===== config.mk =====
export PLATFORM = sky130hd
export DESIGN_NAME = usb_cfg_rx
export DESIGN_NICKNAME = d
export VERILOG_FILES = /design/src/rtl/usb_rx_pkg.sv /design/src/rtl/usb_rx_wdog.sv /design/src/rtl/usb_cfg_rx.sv
export SDC_FILE = /design/constraint.sdc
export NUM_CORES = 1
export LEC_CHECK = 0
export CAP_MARGIN = 10
export CORE_AREA = 5 5 66 68
export DETAILED_ROUTE_END_ITERATION = 12
export DIE_AREA = 0 0 71 73
export GPL_TIMING_DRIVEN = 0
export MAX_ROUTING_LAYER = met4
export PLACE_DENSITY = 0.76
export SYNTH_ARGS = -nofsm -noshare
export SYNTH_HDL_FRONTEND = slang
export SYNTH_HIERARCHICAL = 1
export SYNTH_SLANG_ARGS = --single-unit

===== constraint.sdc =====
create_clock -name usb_clk -period 2.08 [get_ports usb_clk]
set_input_delay 0.208 -clock usb_clk [delete_from_list [all_inputs] [get_ports usb_clk]]
set_output_delay 0.208 -clock usb_clk [all_outputs]
set_load 0.005 [all_outputs]

===== src/rtl/usb_rx_pkg.sv =====
// Shared definitions for the FX2 EP2 config receiver: FSM encoding, the session
// marker words and the per-state FX2 control decode.
package usb_rx_pkg;

    typedef enum logic [2:0] {
        IDLE,
        REQ,
        OE,
        READ,
        GAP,
        REL
    } state_t;

    localparam logic [15:0] SYNC_WORD   = 16'hF5A5;
    localparam logic [15:0] UNSYNC_WORD = 16'hFA5A;
    localparam int          BURST_CNT_W = 9;
    localparam logic [1:0]  EP2_ADR     = 2'b00;

    typedef struct packed {
        logic bus_req;
        logic sloe_n;
        logic slrd_n;
    } fx2_ctl_t;

    function automatic fx2_ctl_t ctl_of(input state_t s);
        case (s)
            REQ:     return '{bus_req: 1'b1, sloe_n: 1'b1, slrd_n: 1'b1};
            OE, GAP: return '{bus_req: 1'b1, sloe_n: 1'b0, slrd_n: 1'b1};
            READ:    return '{bus_req: 1'b1, sloe_n: 1'b0, slrd_n: 1'b0};
            default: return '{bus_req: 1'b0, sloe_n: 1'b1, slrd_n: 1'b1};
        endcase
    endfunction

    // stop folds burst limit and session timeout into one "leave after this GAP" request.
    function automatic state_t next_state(input state_t s, input logic avail,
                                          input logic gnt, input logic stop);
        case (s)
            IDLE:    return avail ? REQ : IDLE;
            REQ:     return gnt ? OE : REQ;
            OE:      return gnt ? READ : REL;
            READ:    return GAP;
            GAP:     return (gnt && avail && !stop) ? READ : REL;
            default: return IDLE;
        endcase
    endfunction

endpackage


===== src/rtl/usb_rx_wdog.sv =====
// Config-session idle watchdog; exists only when USB_RX_TIMEOUT_EN is defined.
// expired rises TIMEOUT cycles after the last kick while active stays high.
`ifdef USB_RX_TIMEOUT_EN
module usb_rx_wdog #(
    parameter int TIMEOUT = 1024
) (
    input  logic usb_clk,
    input  logic usb_rst,
    input  logic active,
    input  logic kick,
    output logic expired
);
    localparam int W = $clog2(TIMEOUT + 1);

    logic [W-1:0] count;

    always_ff @(posedge usb_clk or posedge usb_rst) begin
        if (usb_rst) begin
            count <= '0;
        end else if (!active || kick || expired) begin
            count <= '0;
        end else begin
            count <= count + W'(1);
        end
    end

    assign expired = active && (count == W'(TIMEOUT - 1));

endmodule
`endif


===== src/rtl/usb_cfg_rx.sv =====
// FX2 EP2 OUT reader feeding cfg one word at a time, sharing the FD bus by grant.
// Optional session idle timeout is built in with USB_RX_TIMEOUT_EN.
module usb_cfg_rx
    import usb_rx_pkg::*;
#(
    parameter int MAX_BURST = 256,
    parameter int TIMEOUT   = 1024
) (
    input  logic        usb_clk,
    input  logic        usb_rst,
    input  logic        usb_flag_empty_n,
    input  logic [15:0] usb_fd_in,
    output logic        usb_slrd_n,
    output logic        usb_sloe_n,
    output logic [1:0]  usb_fifoadr,
    output logic        bus_req,
    input  logic        bus_gnt,
    output logic        usb_en,
    output logic        usb_wr,
    output logic [15:0] usb_data,
    output logic        cfg_session
);
    localparam logic [BURST_CNT_W-1:0] BURST_LIMIT = BURST_CNT_W'(MAX_BURST);

    if (MAX_BURST < 1 || MAX_BURST > 511 || TIMEOUT < 1) begin : g_bad_param
        $error("usb_cfg_rx: MAX_BURST must be 1..511 and TIMEOUT at least 1");
    end

    state_t                 state;
    fx2_ctl_t               ctl;
    logic [BURST_CNT_W-1:0] burst_cnt;
    logic                   timeout;
    logic                   stop;

`ifdef USB_RX_TIMEOUT_EN
    usb_rx_wdog #(.TIMEOUT(TIMEOUT)) u_wdog (
        .usb_clk (usb_clk),
        .usb_rst (usb_rst),
        .active  (cfg_session),
        .kick    (usb_en),
        .expired (timeout)
    );
`else
    assign timeout = 1'b0;
`endif

    // A running session keeps the grant: the burst limit only applies outside it.
    assign stop = ((burst_cnt == BURST_LIMIT) && !cfg_session) || timeout;

    assign usb_fifoadr = EP2_ADR;
    assign bus_req     = ctl.bus_req;
    assign usb_sloe_n  = ctl.sloe_n;
    assign usb_slrd_n  = ctl.slrd_n;

    // NOTE: non-blocking assignments only; strobes are decoded from the next state so they are registered.
    always_ff @(posedge usb_clk or posedge usb_rst) begin
        if (usb_rst) begin
            state <= IDLE;
            ctl   <= ctl_of(IDLE);
        end else begin
            state <= next_state(state, usb_flag_empty_n, bus_gnt, stop);
            ctl   <= ctl_of(next_state(state, usb_flag_empty_n, bus_gnt, stop));
        end
    end

    always_ff @(posedge usb_clk or posedge usb_rst) begin
        if (usb_rst) begin
            usb_en      <= 1'b0;
            usb_wr      <= 1'b0;
            usb_data    <= '0;
            cfg_session <= 1'b0;
            burst_cnt   <= '0;
        end else begin
            usb_en <= (state == READ);
            if (state == READ) begin
                usb_data <= usb_fd_in;
                usb_wr   <= 1'b1;
                if (burst_cnt != BURST_LIMIT) begin
                    burst_cnt <= burst_cnt + BURST_CNT_W'(1);
                end
            end
            if (state == REL) begin
                usb_wr    <= 1'b0;
                burst_cnt <= '0;
            end
            // Session rises with the F5A5 strobe and falls after the FA5A strobe.
            if (timeout || (usb_en && usb_data == UNSYNC_WORD)) begin
                cfg_session <= 1'b0;
            end
            if (state == READ && usb_fd_in == SYNC_WORD) begin
                cfg_session <= 1'b1;
            end
        end
    end

endmodule


Word level (Yosys, flattened, before mapping)
Cells that the tools add are included.

storage, ports and cells
  bits of input ports = 20
  logic and storage cells = 49
  bits in registers = 34
  output and inout port bits = 24

operators by class
  add/subtract/negate cells = 1
  equality and inequality tests = 13
  reductions and logical operators = 13
  muxes and demuxes = 13

operators by type and width
  operator                                                         count
  16-bit == test, second input constant                            2
  9-bit 2-to-1 mux                                                 3
  3-bit case mux with 5 select lines                               1
  3-bit by 2-bit == test with 1-bit output, second input constant  4
  9-bit by 1-bit adder with 9-bit output, second input constant    1
  3-bit == test, second input constant                             3
  9-bit == test, second input constant                             1
  9-bit inequality test, second input constant                     1
  3-bit case mux with 3 select lines                               1
  3-bit by 1-bit == test with 1-bit output, second input constant  2
  3-bit 2-to-1 mux                                                 2
  2-bit nonzero test                                               3
  1-bit logical AND                                                5
  1-bit 2-to-1 mux                                                 5
  3-bit logical NOT                                                1
  1-bit logical NOT                                                2
  2-bit 2-to-1 mux                                                 1
  2-bit AND reduction                                              1
  2-bit OR reduction                                               1

Depth between registers and ports, before layout
Gate-level depths: netlist (run 1).

  depth in word-level cells = 9
  mapped depth = 6
  mapped depth without buffers = 6

Worst setup path before layout (run 1)
No wires, ideal clock.

  kind = register to register
  start point = register burst_cnt[0]
  end point = register burst_cnt[1]
  path buffers = 0
  setup time = 0.120 ns
  arrival = 1.343 ns
  required time = 1.960 ns
  cell stages (with the launch flop) = 7
  setup slack = 0.617 ns
  clock period less this slack = 1.463 ns
  path through = dfrtp_1 > inv_1 > ha_1 > and4bb_2 > a21oi_1 > mux2i_1 > nor2_1

between the ends
  cells in the longest elaborated chain, start to end = 4
  elaborated cells between the ends (all ways) = 7
  those cells by class = 1 x add/sub; 1 x eq/ne; 3 x mux; 2 x reduce/logical

ends and longest elaborated chain
  item                                    RTL line          text
  start: declaration                      usb_cfg_rx.sv:31  logic [BURST_CNT_W-1:0] burst_cnt;
  start signal: assignment                usb_cfg_rx.sv:79  burst_cnt <= burst_cnt + BURST_CNT_W'(1);
  9-bit by 1-bit adder with 9-bit output  usb_cfg_rx.sv:79
  9-bit 2-to-1 mux                        usb_cfg_rx.sv:78  if (burst_cnt != BURST_LIMIT) begin
  9-bit 2-to-1 mux                        usb_cfg_rx.sv:75  if (state == READ) begin
  9-bit 2-to-1 mux                        usb_cfg_rx.sv:82  if (state == REL) begin

Several ways; a longest one is shown, not always the timed one. The select of a mux whose other input is x is not followed.
A chain may end at the register's enable or synchronous reset.

Worst setup path in the final report (run 1)
Ends and elaborated chain as after synthesis.

==> impl_metrics.csv, run 1 <==
group,metric,value,unit
floorplan,coreArea,0.00380,sq mm
setup_path,critPathMaxFanout,4,
place,io_buffer_count,40,
setup_path,cp.required,2.25,ns
setup_path,path_cells,"inv_1, ha_1, and4bb_2, a21oi_1, mux2i_1, nor2_1",
detailed_routing,wire_per_inst,12.9,um
cts,htreeDepth,2,
place,gp_congestion,0.831,
power,switching_power,876,uW
worst_hold_path,min_path_type,"in2async",
cells_and_area,area_growth,34.7,%
place,dpl_cell_area,0.00218,sq mm
timing,fmax,635,MHz
setup_path,worst-path-buf-inv,1,
floorplan,ios,44,
setup_path,cp-start-kind,"register",
timing,setup_viol,0,
cells_and_area,regArea,853,sq um
power,total_leakage_power,0.00107,uW
timing,final.min_clock_period,1.58,ns
setup_path,r2r_slack,0.50,ns
yosys,synth-edff-count,0,
setup_path,cp.arrival,1.75,ns
cts,post-cts-setup-buffers,0,
cts,clk_latency,0.28,ns
yosys,ys_types,42,
global_routing,antenna_found_initial,0,
power,ir_drop,704,uV
yosys,ys_top_cells_by_count,"nand2_1, dfrtp_1, nor2_1, inv_1, a21oi_1",
timing,fin_skew,0.00707,ns
timing,whs,0.248,ns
cts,cts-root-buf,"clkbuf_8",
global_routing,gr-total-overflow,0,
cts,clockBufferDepth,2,
detailed_routing,drtIter0Drc,87,
detailed_routing,drc_errors,0,
global_routing,grt_max_degree,25,
yosys,synth_top_area_cell,"dfrtp_1",
floorplan,die_x,71,um
global_routing,track_usage,15.7,%
cells_and_area,drive_gt1_share,11.9,%
cts,cts_tree,"built",
timing,finalMaxSlewViolations,0,
timing,rsz0062_at_grt,"no",
floorplan,start_util,44.5,%
yosys,syn_area,0.00169,sq mm
yosys,synth_seq_cells,34,
power,swShare,32.7,%
cells_and_area,multi_input_area,741,sq um
global_routing,grt_pass1_wl,6120,um
status,status,"complete, no violations",
yosys,synth_top_area_share,47.4,%
setup_path,criticalPathCategory,"reg2reg",
power,total_power,2680,uW
timing,tightestPinTransition,0.505,ns
cts,cts.hold.buffers_added,0,
cells_and_area,fillCellCount,350,
cells_and_area,stdcell_area,0.00227,sq mm
power,clkPwrFrac,18.7,%
yosys,postSynthCellCount,177,
setup_path,crit_family,"flip-flops",
flow_run,cap_violations,0,
cts,clk_pin_slew,0.07,ns
yosys,synth.area.top_cells,"dfrtp_1, nand2_1, dfstp_2",
yosys,synth-main-ff-cell,"dfrtp_1",
timing,relSlewSlack,66.3,%
power,pwr-share-comb,40.6,%
cells_and_area,final_util,59.9,%
cells_and_area,diodes,0,
detailed_routing,via_per_inst,4.97,
detailed_routing,drt_first_pass_iters,4,
cts,clock-sinks,34,
timing,hold_viol,0,
detailed_routing,ant_nets,0,
yosys,async_flop_share,100,%
cells_and_area,final_nets,248,
setup_path,end_kind,"register",
floorplan,fp.dieArea,0.00518,sq mm
setup_path,crit_path_max_incr_delay,0.40,ns
timing,period_share,75.7,%
yosys,ys_seq_area_share,50.5,%
cts,cts_made_buffers,5,
cts,cts_resized,0,
place,hpwlAfterDp,2710,um
power,power_density,1180,mW/mm^2
detailed_routing,wl,3570,um
floorplan,num_rows,23,
power,p_seq_share,40.7,%
yosys,synth.most_common_cell,"nand2_1",
timing,fin_setup_tns,0,ns
floorplan,dieHeight,73,um
global_routing,grt_pass1_vias,1379,
yosys,syn_avg_cell_area,9.54,sq um
power,p_int,1800,uW
detailed_routing,vias,1377,
setup_path,crit_slowest_cell,"dfrtp_1",
yosys,yosys_warnings,6,
[state kept, by name (all words and copies together), names as in the netlist]
| register | cells |
|---|---|
| usb_slrd_n | 1 |
| burst_cnt | 9 |
| usb_en | 1 |
| cfg_session | 1 |
| usb_wr | 1 |
| usb_sloe_n | 1 |
| state | 3 |
| bus_req | 1 |
| usb_data | 16 |
[layout make-up]
type	count	share of cell area [%]
flip-flops and latches	34	37.5
plain buffers	10	2.86
multi-input cells	125	32.6
repair buffers	41	18.8
clock inverters	1	0.220
well taps	50	2.75
inverters	9	1.49
clock buffers	7	3.80
[worst register-to-register path: cells and delay by family (launching register included)]
family,cells,cell delay [ns]
buffers and inverters,1,0.07
DFF,1,0.40
AOI/OAI and AO/OA,1,0.29
muxes,1,0.22
and+or+nand+nor,2,0.30
adders and majority gates,1,0.19
[routing by layer]
metal / vias to the layer above / wire (um) / global-route usage, %
met4: 0 / 67 / 8.14
li1: 680 / - / -
met5: - / 0 / -
met3: 7 / 281 / 5.23
met2: 51 / 1680 / 24.6
met1: 639 / 1540 / 18.1
[stage by stage]
stage	instances	setup slack [ns]
detailed placement	269	0.281
floorplan	178	0.617
global route	277	0.372
global placement	268	0.281
finish	277	0.505
CTS	277	0.478
[layout by cell type, fill, tap and decap left out, types with 2 or more instances in the layout]
cell / synthesis / layout
dfrtp_1: 32 / 32
a21oi_1: 6 / 6
clkbuf_8: 0 / 6
or3_1: 3 / 3
xnor2_1: 3 / 3
nor2_1: 9 / 9
inv_1: 8 / 8
buf_2: 4 / 4
nor4bb_1: 2 / 2
nor4_4: 2 / 2
xor2_1: 3 / 3
o21ai_0: 4 / 4
nand4_1: 5 / 5
nor2b_1: 2 / 2
nand3_1: 2 / 2
nand2_1: 57 / 57
nand4bb_1: 2 / 2
clkdlybuf4s50_1: 0 / 40
clkbuf_1: 1 / 2
mux2i_1: 3 / 3
buf_4: 4 / 4
ha_1: 2 / 2
conb_1: 1 / 2
dfstp_2: 2 / 2
[cells by family (layout without fill, tap and decap cells)]
family | after synthesis | after routing | synth area share (%)
other | 1 | 2 | 0.222
adders and majority gates | 3 | 3 | 2.07
buffers and inverters | 19 | 68 | 5.85
xor gates and xnor gates | 6 | 6 | 3.11
DFF | 34 | 34 | 50.5
and+or+nand+nor | 95 | 95 | 30.2
AOI/OAI and AO/OA | 16 | 16 | 6.22
muxes | 3 | 3 | 1.78
[path summary, 6_finish.rpt]
kind,from,depth (start not counted),to
hold / removal,usb_rst,2,state[1]
setup reg to reg,burst_cnt[0],6,burst_cnt[1]
setup / recovery,burst_cnt[0],6,burst_cnt[1]
min in group usb_clk,bus_gnt,2,state[2]
max in group asynchronous,usb_rst,3,usb_wr
hold reg to reg,usb_wr,2,usb_wr
[power groups by stage]
stage	clock network, uW	logic (uW)	registers (uW)
detailed placement	0	1100	1100
global route	534	1210	1130
finish	500	1090	1090
global placement	0	1080	1100
floorplan	0	549	1090
CTS	515	1110	1090
(Power assumes the default switching activity.)
==> run 2: changes to the inputs <==
==> constraint.sdc (replaced) <==
create_clock -name usb_clk -period 1.5 [get_ports usb_clk]
set_input_delay 0.15 -clock usb_clk [delete_from_list [all_inputs] [get_ports usb_clk]]
set_output_delay 0.15 -clock usb_clk [all_outputs]
set_load 0.005 [all_outputs]
==> run 2 against run 1 <==
Register-to-register slack got worse by 0.48 ns. Critical path depth did not move. Utilization rose by 2.3 points. Clock skew rose by 0.0013 ns.
==> impl_metrics.csv, run 2 (same netlist as run 1, synthesis figures left out) <==
group,metric,value,unit
cells_and_area,largest_reg_flops,16,
worst_hold_path,min_path_type,"in2async",
global_routing,gr-total-overflow,0,
setup_path,crit_start,"burst_cnt[1]",
timing,finalMaxSlewViolations,0,
setup_path,cp.arrival,1.67,ns
global_routing,grt_pass1_wl,6290,um
timing,rsz0062_at_grt,"yes",
place,io_buffer_count,40,
timing,period_share,98.7,%
detailed_routing,drtIter0Drc,106,
floorplan,start_util,44.5,%
detailed_routing,wire_per_inst,13.0,um
cells_and_area,top_regs,"usb_data x16, burst_cnt x9, state x3",
timing,relSlewSlack,66.3,%
cts,clk_latency,0.29,ns
setup_path,cp.required,1.69,ns
cells_and_area,area_growth,39.9,%
setup_path,criticalPathCategory,"reg2reg",
timing,setup_viol,0,
setup_path,crit_family,"simple AND/OR/NAND/NOR gates",
power,power_density,1620,mW/mm^2
setup_path,cp-start-kind,"register",
cts,clock-sinks,34,
setup_path,critPathMaxFanout,4,
global_routing,grt_pass1_vias,1418,
detailed_routing,met1Wirelength,1610,um
cells_and_area,final_cell_mix,"nand2_1, clkdlybuf4s50_1, dfrtp_1, nor2_1, buf_4",
status,status,"complete, no violations",
detailed_routing,via_per_inst,4.96,
cts,htreeDepth,2,
floorplan,dieHeight,73,um
setup_path,r2r-start,"burst_cnt[1]",
setup_path,crit_path_max_incr_delay,0.40,ns
detailed_routing,ant_nets,0,
flow_run,cap_violations,0,
timing,tightestPinTransition,0.506,ns
detailed_routing,wl,3680,um
cells_and_area,final_common_cell,"nand2_1",
global_routing,track_usage,16.1,%
setup_path,path_cells,"inv_2, ha_4, and4bb_2, a31oi_4, and4b_1, a31o_1",
timing,final.min_clock_period,1.48,ns
global_routing,grt_max_degree,25,
timing,fin_skew,0.00836,ns
timing,hold_viol,0,
power,total_leakage_power,0.00110,uW
place,place_ws,-0.241,ns
cells_and_area,largest-register,"usb_data",
detailed_routing,met2_length,1740,um
power,total_power,3830,uW
timing,fmax,676,MHz
floorplan,ios,44,
timing,timing.final.ws_setup,0.0202,ns
cts,cts-root-buf,"clkbuf_8",
cells_and_area,fillCellCount,339,
detailed_routing,drt_first_pass_iters,4,
cts,cts_made_buffers,5,
detailed_routing,drc_errors,0,
floorplan,coreArea,0.00380,sq mm
setup_path,crit_slowest_cell,"dfrtp_1",
floorplan,die_x,71,um
power,ir_drop,979,uV
cells_and_area,final_nets,253,
floorplan,num_rows,23,
cts,cts_tree,"built",
cells_and_area,diodes,0,
detailed_routing,vias,1399,
floorplan,fp.dieArea,0.00518,sq mm
detailed_routing,wl_met3,245,um
detailed_routing,highest_layer,"met4",
global_routing,antenna_found_initial,0,
cells_and_area,drive_gt1_share,17.2,%
cts,clk_pin_slew,0.07,ns
cts,clockBufferDepth,2,
setup_path,worst-path-buf-inv,1,
place,hpwlAfterDp,2710,um
setup_path,end_kind,"register",
place,gp_congestion,0.831,
run 2: changes by cell type in the layout (fill, tap and decap cells not counted), moves of 2 or more:
cell	before	now
dfrtp_2	0	2
buf_4	4	8
inv_2	0	2
inv_1	8	6
dfrtp_1	32	30
run 2: power by group:
part           total, uW  internal [uW]  switching, uW
combinational       1630            930            702
sequential          1500           1260            241
clock                697            370            327
total               3830           2560           1270
run 2: final cells by class:
cell class	instances	area [sq um]	area share (%)
repair buffers	46	465	19.7
flip-flops and latches	34	856	36.2
inverters	9	37.5	1.59
clock buffers	7	86.3	3.65
plain buffers	10	68.8	2.91
well taps	50	62.6	2.65
clock inverters	1	5.00	0.212
multi-input cells	125	781	33.1
run 2: worst reg2reg max path, cell delays in order, from the launching register on:
cell	delay [ns]
dfrtp_1	0.40
inv_2	0.08
ha_4	0.11
and4bb_2	0.28
a31oi_4	0.11
and4b_1	0.22
a31o_1	0.18
run 2: final timing paths:
kind,end,slack (ns),cells after the start
min reg2reg,usb_wr,0.49,2
min in group usb_clk,state[2],0.26,2
max in group asynchronous,burst_cnt[2],0.82,3
min,state[0],0.18,2
max reg2reg,state[1],0.02,6
max,state[1],0.02,6
run 2: stage by stage:
stage / setup TNS, ns / instances / instance area [sq um] / hold WS (ns) / util [%]
2_1_floorplan: 0 / 178 / 1690 / 0.255 / -
3_3_place_gp: -6.31 / 268 / 2160 / 0.474 / 56.8
3_5_place_dp: -0.506 / 269 / 2180 / 0.481 / 57.5
4_1_cts: 0 / 279 / 2300 / 0.204 / 60.6
5_1_grt: -0.0530 / 282 / 2360 / 0.237 / 62.2
6_report: 0 / 282 / 2360 / 0.185 / 62.2
run 2: repair_timing:
action,CTS,global route
buffers inserted,2,3
pin swaps,1,2
setup endpoints to repair,6,13
resized for setup,2,10
hold buffers,0,0
run 2: layer usage:
metal,GRT usage (%),vias up
met5,-,-
met1,18.4,656
met3,5.23,9
li1,-,693
met4,8.14,0
met2,25.5,41
